$ cat src/rtl/sd_pkg.sv
// Shared constants and types for the SD-card SPI master.
package sd_pkg;
    localparam int unsigned SD_CLK_DIV   = 4;
    localparam int unsigned SD_BYTE_BITS = 8;
    localparam logic        SD_IDLE_MOSI = 1'b1;

    typedef logic [SD_BYTE_BITS-1:0] sd_byte_t;

    typedef enum logic {
        PH_LOW  = 1'b0,
        PH_HIGH = 1'b1
    } sd_phase_e;
endpackage

$ cat src/rtl/sd_spi_clkgen.sv
// Free-running byte-slot timer: divider, SCLK phase, bit counter and host strobe.
module sd_spi_clkgen
    import sd_pkg::*;
#(
    parameter int unsigned CLK_DIV = SD_CLK_DIV
) (
    input  logic clk_i,
    input  logic rst_i,
    output logic rise_o,
    output logic fall_o,
    output logic boundary_o,
    output logic phase_high_o,
    output logic dclk_o
);
    localparam int unsigned DIV_W = (CLK_DIV > 1) ? $clog2(CLK_DIV) : 1;
    localparam int unsigned BIT_W = $clog2(SD_BYTE_BITS);
    localparam logic [DIV_W-1:0] DIV_MAX  = DIV_W'(CLK_DIV - 1);
    localparam logic [BIT_W-1:0] BIT_LAST = BIT_W'(SD_BYTE_BITS - 1);
    localparam logic [BIT_W-1:0] BIT_HALF = BIT_W'(SD_BYTE_BITS / 2);

    logic [DIV_W-1:0] div_cnt_q, div_cnt_d;
    sd_phase_e        half_q, half_d;
    logic [BIT_W-1:0] bit_cnt_q, bit_cnt_d;
    logic             dclk_q, dclk_d;
    logic             tick;

    always_ff @(posedge clk_i) begin
        if (rst_i) begin
            div_cnt_q <= '0;
            half_q    <= PH_LOW;
            bit_cnt_q <= '0;
            dclk_q    <= 1'b1;
        end else begin
            div_cnt_q <= div_cnt_d;
            half_q    <= half_d;
            bit_cnt_q <= bit_cnt_d;
            dclk_q    <= dclk_d;
        end
    end

    always_comb begin
        tick      = (div_cnt_q == DIV_MAX);
        div_cnt_d = tick ? '0 : div_cnt_q + 1'b1;
        half_d    = half_q;
        bit_cnt_d = bit_cnt_q;
        if (tick) begin
            half_d = (half_q == PH_LOW) ? PH_HIGH : PH_LOW;
            if (half_q == PH_HIGH) begin
                bit_cnt_d = bit_cnt_q + 1'b1;
            end
        end
        // Strobe is derived from the next count so it lines up with bit_cnt_q.
        dclk_d = (bit_cnt_d < BIT_HALF);
    end

    assign rise_o       = tick && (half_q == PH_LOW);
    assign fall_o       = tick && (half_q == PH_HIGH);
    assign boundary_o   = fall_o && (bit_cnt_q == BIT_LAST);
    assign phase_high_o = (half_q == PH_HIGH);
    assign dclk_o       = dclk_q;
endmodule

$ cat src/rtl/sd_spi_master.sv
// Byte-oriented mode-0 SPI master for the SD-card peripheral.
module sd_spi_master
    import sd_pkg::*;
#(
    parameter int unsigned CLK_DIV = SD_CLK_DIV
) (
    input  logic       MasterCLK,
    input  logic       Reset,
    input  logic       SPI_MISO,
    output logic       SPI_MOSI,
    output logic       SPI_SCLK,
    output logic       SPI_CS,
    output logic       DataClockRegister,
    input  logic [7:0] OuputDataRegister,
    input  logic       SPI_EnableRegister,
    input  logic       SPI_EnableCSRegister,
    output logic [7:0] InputDataRegister,
    output logic       RxValid
);
    logic     rise, fall, boundary, phase_high;
    logic     active_q, active_d;
    sd_byte_t shreg_q, shreg_d;
    logic     miso_s_q, miso_s_d;
    sd_byte_t rx_q, rx_d;
    logic     rxv_q, rxv_d;
    logic     cs_q, cs_d;

    sd_spi_clkgen #(
        .CLK_DIV (CLK_DIV)
    ) u_clkgen (
        .clk_i        (MasterCLK),
        .rst_i        (Reset),
        .rise_o       (rise),
        .fall_o       (fall),
        .boundary_o   (boundary),
        .phase_high_o (phase_high),
        .dclk_o       (DataClockRegister)
    );

    always_ff @(posedge MasterCLK) begin
        if (Reset) begin
            active_q <= 1'b0;
            shreg_q  <= '1;
            miso_s_q <= 1'b0;
            rx_q     <= '0;
            rxv_q    <= 1'b0;
            cs_q     <= 1'b1;
        end else begin
            active_q <= active_d;
            shreg_q  <= shreg_d;
            miso_s_q <= miso_s_d;
            rx_q     <= rx_d;
            rxv_q    <= rxv_d;
            cs_q     <= cs_d;
        end
    end

    always_comb begin
        active_d = active_q;
        shreg_d  = shreg_q;
        miso_s_d = miso_s_q;
        rx_d     = rx_q;
        rxv_d    = 1'b0;
        cs_d     = ~SPI_EnableCSRegister;
        if (rise) begin
            miso_s_d = SPI_MISO;
        end
        // The last received bit never enters shreg: it goes straight into rx.
        if (boundary) begin
            active_d = SPI_EnableRegister;
            if (SPI_EnableRegister) begin
                shreg_d = OuputDataRegister;
            end
            if (active_q) begin
                rx_d  = {shreg_q[SD_BYTE_BITS-2:0], miso_s_q};
                rxv_d = 1'b1;
            end
        end else if (fall) begin
            shreg_d = {shreg_q[SD_BYTE_BITS-2:0], miso_s_q};
        end
    end

    assign SPI_SCLK          = active_q & phase_high;
    assign SPI_MOSI          = active_q ? shreg_q[SD_BYTE_BITS-1] : SD_IDLE_MOSI;
    assign SPI_CS            = cs_q;
    assign InputDataRegister = rx_q;
    assign RxValid           = rxv_q;
endmodule

$ cat config.mk
export PLATFORM = sky130hd
export DESIGN_NAME = sd_spi_master
export DESIGN_NICKNAME = d
export VERILOG_FILES = /design/src/rtl/sd_pkg.sv /design/src/rtl/sd_spi_clkgen.sv /design/src/rtl/sd_spi_master.sv
export SDC_FILE = /design/constraint.sdc
export NUM_CORES = 1
export LEC_CHECK = 0
export BUFFER_PORTS_ARGS = -buffer_cell sky130_fd_sc_hd__buf_2
export CORE_ASPECT_RATIO = 0.9
export CORE_UTILIZATION = 40
export DETAILED_ROUTE_END_ITERATION = 12
export PLACE_DENSITY_LB_ADDON = 0.2
export SETUP_SLACK_MARGIN = 0.3
export SYNTH_ARGS = -nofsm -noshare
export SYNTH_HDL_FRONTEND = slang
export SYNTH_SLANG_ARGS = --single-unit
$ cat constraint.sdc
create_clock -name MasterCLK -period 3.2 [get_ports MasterCLK]
set_input_delay 0.64 -clock MasterCLK [delete_from_list [all_inputs] [get_ports MasterCLK]]
set_output_delay 0.64 -clock MasterCLK [all_outputs]
set_load 0.005 [all_outputs]
---- After elaboration in Yosys (flattened, before gate mapping) ----
Index checks and enable logic that the tools add are counted.
word-level totals
  flip-flop bits (word level) ............. 27
  input port bits ......................... 13
  output and inout port bits .............. 13
  logic and storage cells ................. 36
cells by class
  add/sub/neg operators ................... 2
  order comparisons ....................... 1
  equal/unequal tests ..................... 3
  multiplexer cells ....................... 8
  bitwise logic cells ..................... 4
  reductions and logical operators ........ 8
operators with widths
  kind                                                count
  2-to-1 mux 8 bit                                    3
  2-to-1 mux 3 bit                                    2
  AND reduction 2 bit                                 2
  OR reduction 2 bit                                  2
  adder 3 x 1 -> 3 bit (second input constant)        1
  equality test 3 bit (second input constant)         1
  logical AND 1 bit                                   3
  less-than comparator 3 bit (second input constant)  1
  2-to-1 mux 1 bit                                    3
  inverter 1 bit                                      3
  adder 2 x 1 -> 2 bit (second input constant)        1
  equality test 2 bit (second input constant)         1
  inequality test 2 bit (second input constant)       1
  nonzero test 2 bit                                  1
  bitwise AND 1 bit                                   1

---- Depth between registers and ports, before layout ----
  depth in word-level cells ............... 5
  mapped depth ............................ 7

---- Modules after synthesis ----
Synthesis repeated with hierarchy kept, for this count alone.
second synthesis, totals
  cell total of the unflattened synthesis .. 121
  area, all modules ....................... 1184.9 um2
modules (own cells, without submodules)
  module         instances  cells each  area each (um2)
  sd_spi_master  1          93          872.1
  sd_spi_clkgen  1          28          312.8

---- Worst setup path before layout ----
No wires, ideal clock.
  path kind ............................... reg2reg
  start point ............................. reg u_clkgen.bit_cnt_q[0]
  end point ............................... reg shreg_q[0]
  arrival time ............................ 1.537 ns
  path slack .............................. 1.543 ns
  stages on the path, launching flop included .. 8
  period minus slack after synthesis ...... 1.657 ns
  path through ............................ dfxtp_1 ha_1 ha_1 nor2b_1 buf_6 or2_1 buf_6 a211o_1
between the ends
  word-level cells in the longest chain between the ends .. 4
  elaborated cells between the ends (all ways) .. 6
  those cells by class .................... eq/ne: 2; mux: 1; reduce/logical: 3
RTL lines
  what                                                                          RTL line             RTL
  from (decl)                                                                   sd_spi_clkgen.sv:23  logic [BIT_W-1:0] bit_cnt_q, bit_cnt_d;
  from (signal assigned)                                                        sd_spi_clkgen.sv:36  bit_cnt_q <= bit_cnt_d;
  equality test 3 bit *                                                         sd_spi_clkgen.sv:58  assign boundary_o = fall_o && (bit_cnt_q == BIT_LAST);
  logical AND 1 bit *                                                           sd_spi_clkgen.sv:58
  inequality test 2 bit (no line) / nonzero test 2 bit (equally long branches)  n/a
  AND reduction 2 bit (no line)                                                 n/a
  to (signal assigned)                                                          sd_spi_master.sv:50  shreg_q <= shreg_d;
  to (decl)                                                                     sd_spi_master.sv:22  sd_byte_t shreg_q, shreg_d;
Mark *: on every way between the ends. The rest lies on a longest branch, timed or not.
A chain may end at the register's enable or synchronous reset.

---- Worst setup path after layout ----
  start point ............................. reg u_clkgen.bit_cnt_q[0]
  end point ............................... reg shreg_q[6]
Same word-level chain as after synthesis.

==> flow_metrics.tcl <==
set metrics [dict create \
    power.share.sequential_pct 66.8 \
    seq_area_frac_synth_pct 49.43 \
    total_cts_buffers 3 \
    rrSetupSlack_ps 1100 \
    whs_endpoint "u_clkgen.div_cnt_q[0]" \
    worstPathRequired_ps 3480 \
    final.setup.tns_ps 0 \
    power_per_cell_area_nw_per_um2 426.3 \
    port_buffers 25 \
    synth_top_cell_area_share_pct 49.43 \
    place.detailed.hpwl_mm 1.442 \
    whs_path_depth 1 \
    route.final.wire_length_mm 2.020 \
    fp.dieArea_sq_um 2947 \
    route.detailed.drc 4 \
    tritoncts "yes" \
    clk-insertion-delay-late_ps 320 \
    power.switching_fraction_pct 22.18 \
    cp_cell_sequence "ha_1 > ha_1 > nor2b_1 > or2_1 > a211o_1" \
    worstPathArrival_ps 2380 \
    cts-htree-levels 1 \
    path_class "reg2reg" \
    rsz0062_at_grt "no" \
    worstMarginPinSlew_ps 581.5 \
    fill_cells 261 \
    placed_area_sq_um 1194 \
    irDropWorstVdd_v 0.0002548 \
    p_comb_share_pct 5.1 \
    startpoint_type "flip-flop" \
    synth.avg_cell_area_sq_um 9.427 \
    path_clk_slew_ps 140 \
    tritoncts_num_sinks 27 \
    routed_vias 840 \
    layout-drive-gt1-share_pct 21.48 \
    number_of_cells_in_the_design_after_placement 159 \
    ctsRootBufferMaster "sky130_fd_sc_hd__clkbuf_4" \
    rows 17 \
    cpMaxStageDelayCell "sky130_fd_sc_hd__ha_1" \
    edff_count_synth 0 \
    grt_pass1_vias 723 \
    ys.flop_type "sky130_fd_sc_hd__dfxtp_1" \
    critical-path-top-delay-family "simple AND/OR/NAND/NOR gates" \
    clockPowerShare_pct 28.1 \
    cts_buffer_depth 2 \
    worstHoldStart "u_clkgen.div_cnt_q[0]" \
    grt_antenna_before_repair 0 \
    synth_cells 116 \
    final_cell_area_sq_um 1220 \
    first_pass_iters 8 \
    synth.area.top_cells "sky130_fd_sc_hd__dfxtp_1 49%, sky130_fd_sc_hd__mux2i_1 9.2%, sky130_fd_sc_hd__a211o_1 6.4%, sky130_fd_sc_hd__nand2_1 6.2%, sky130_fd_sc_hd__a21oi_1 4.6%" \
    min-delay-path-class "reg2reg" \
    synth-warning-count 0 \
    placeableCoreArea_sq_um 2510 \
    reg2reg_depth 5 \
    synth_area_leader_cell "sky130_fd_sc_hd__dfxtp_1" \
    gp_congestion 0.8161 \
    antennaDiodeCount 0 \
    finalHoldViolations 0 \
    grt_max_degree 28 \
    overflow 0 \
    failing_checks "DRC" \
    holdWs_ps 433.0 \
    critPathLaunch "u_clkgen.bit_cnt_q[0]" \
    worstPathMaxFanout 13 \
    postCtsSetupRepairBufs 0 \
    outcome "finished with violations" \
    register_bit_total_from_synthesis 27 \
    maxSlewViolCount 0 \
    final_core_util_pct 48.60 \
    leakage_nw 0.5020 \
    cts-resized-gates 0 \
    r2r_startpoint "u_clkgen.bit_cnt_q[0]" \
    mappedNetlistArea_sq_um 1094 \
    post-route-period-util_pct 65.51 \
    synth.net_count 132 \
    die_height_um 51.61 \
    viasPerCell 5.153 \
    timing.final.crit_period_ps 2096 \
    top_level_ports 26 \
    max_clock_freq_mhz 477.1 \
    cts.hold.buffers_added 0 \
    critPathMostFrequentCell "sky130_fd_sc_hd__ha_1" \
    net-switching-power_w 0.0001153 \
    die-width_um 57.12 \
    start_util_pct 43.57 \
    worstSetupEndpointType "flip-flop" \
    layout.cells.non_filler 163 \
    route.antenna.remaining_nets 0 \
    area_growth_pct 11.56 \
    finalSetupViolations 0 \
    clock_skew_ps 1.383 \
    final_net_count 152 \
    crit_path_max_incr_delay_ps 520 \
    cap_violations 0 \
    r2r-end "shreg_q[6]" \
    synth_cell_type_count 23 \
    critical_path_buf_inv_count 0 \
    drt_iter0_markers 17 \
    grt_pass1_wl_mm 3.332 \
    worst_slew_margin_rel_pct 61.23 \
    grt_usage_pct 15.10 \
    ys_async_sr_fraction_pct 0 \
    p_int_w 0.0004047 \
    avgRoutedWirePerCell_um 12.39 \
]
## flip-flops by register name, summed over array words and instances (netlist names), named ones only
register,cells
miso_s_q,1
InputDataRegister,8
u_clkgen.bit_cnt_q,2
shreg_q,8
u_clkgen.div_cnt_q,2
RxValid,1
SPI_CS,1
u_clkgen.dclk_o,1
active_q,1
u_clkgen.phase_high_o,1
## metal layers
| metal | up-vias | GRT usage (%) | share of wire [%] |
|---|---|---|---|
| met2 | 21 | 22.75 | 44 |
| li1 | 435 | - | - |
| met1 | 382 | 20.25 | 49 |
| met4 | 0 | 3.659 | 0.50 |
| met3 | 2 | 5.970 | 5.9 |
| met5 | - | 0 | 0 |
## synth_stat cells (2+ instances only)
library cell / instances
sky130_fd_sc_hd__a211o_1: 8
sky130_fd_sc_hd__a21oi_1: 10
sky130_fd_sc_hd__buf_2: 3
sky130_fd_sc_hd__buf_6: 2
sky130_fd_sc_hd__clkbuf_1: 4
sky130_fd_sc_hd__dfxtp_1: 27
sky130_fd_sc_hd__ha_1: 3
sky130_fd_sc_hd__mux2i_1: 10
sky130_fd_sc_hd__nand2_1: 18
sky130_fd_sc_hd__nand2b_1: 3
sky130_fd_sc_hd__nand3_1: 3
sky130_fd_sc_hd__nor2_1: 6
sky130_fd_sc_hd__nor2b_1: 2
sky130_fd_sc_hd__nor3_1: 8
## power groups by stage
stage	combinational (W)	sequential (W)	clock [W]
detailed placement	0.0000272	0.000355	0
floorplan	0.0000194	0.000352	0
CTS	0.0000272	0.000347	0.000154
global placement	0.0000270	0.000354	0
global route	0.0000303	0.000348	0.000161
finish	0.0000266	0.000347	0.000146
## logic make-up (layout without fill, tap and decap cells)
family,after synthesis,in the layout,share of synthesized area [%]
buffers and inverters,10,29,5.491
adder cells (fa/ha/maj),3,3,3.433
XOR/XNOR,2,2,1.602
flip-flops,27,27,49.43
AO/OA/AOI/OAI,18,18,10.98
AND/OR/NAND/NOR,46,46,19.91
multiplexers,10,10,9.154
## worst max path at each step
stage / to / slack (ps) / cells after the start
6_report: shreg_q[6] / 1100 / 5
3_3_place_gp: shreg_q[0] / 1230 / 5
5_1_grt: shreg_q[6] / 910 / 5
2_1_floorplan: shreg_q[0] / 1540 / 7
4_1_cts: shreg_q[6] / 1070 / 5
3_5_place_dp: shreg_q[4] / 1120 / 5
## layout by cell type, fill, tap and decap left out, drive strengths merged, types with 2 or more instances in the layout
cell	instances
mux2i	10
a21oi	10
nand3	3
dfxtp	27
buf	25
nand2	18
ha	3
or2	2
a211o	8
nor3	8
nor2b	2
clkbuf	4
nand2b	3
nor2	6
## final cells by class
cell class              instances  area (sq um)  share of cell area [%]
multi-input cells              79         493.0                   40.41
flip-flops and latches         27         540.5                   44.31
clock buffers                   4         26.28                   2.154
well taps                      28         35.03                   2.872
repair buffers                 25         125.1                   10.26
## through the flow
step           total power, W  setup WS [ps]
6_report            0.0005200           1104
3_3_place_gp        0.0003814           1233
5_1_grt             0.0005397          907.3
3_5_place_dp        0.0003818           1119
4_1_cts             0.0005285           1071
2_1_floorplan       0.0003716           1543
## worst reg2reg max path, cell delays in order, from the launching register on
cell and delay, ps:
sky130_fd_sc_hd__dfxtp_1 380, sky130_fd_sc_hd__ha_1 160, sky130_fd_sc_hd__ha_1 520, sky130_fd_sc_hd__nor2b_1 490
sky130_fd_sc_hd__or2_1 340, sky130_fd_sc_hd__a211o_1 170
Note: power is estimated with default switching activity, not from simulation.
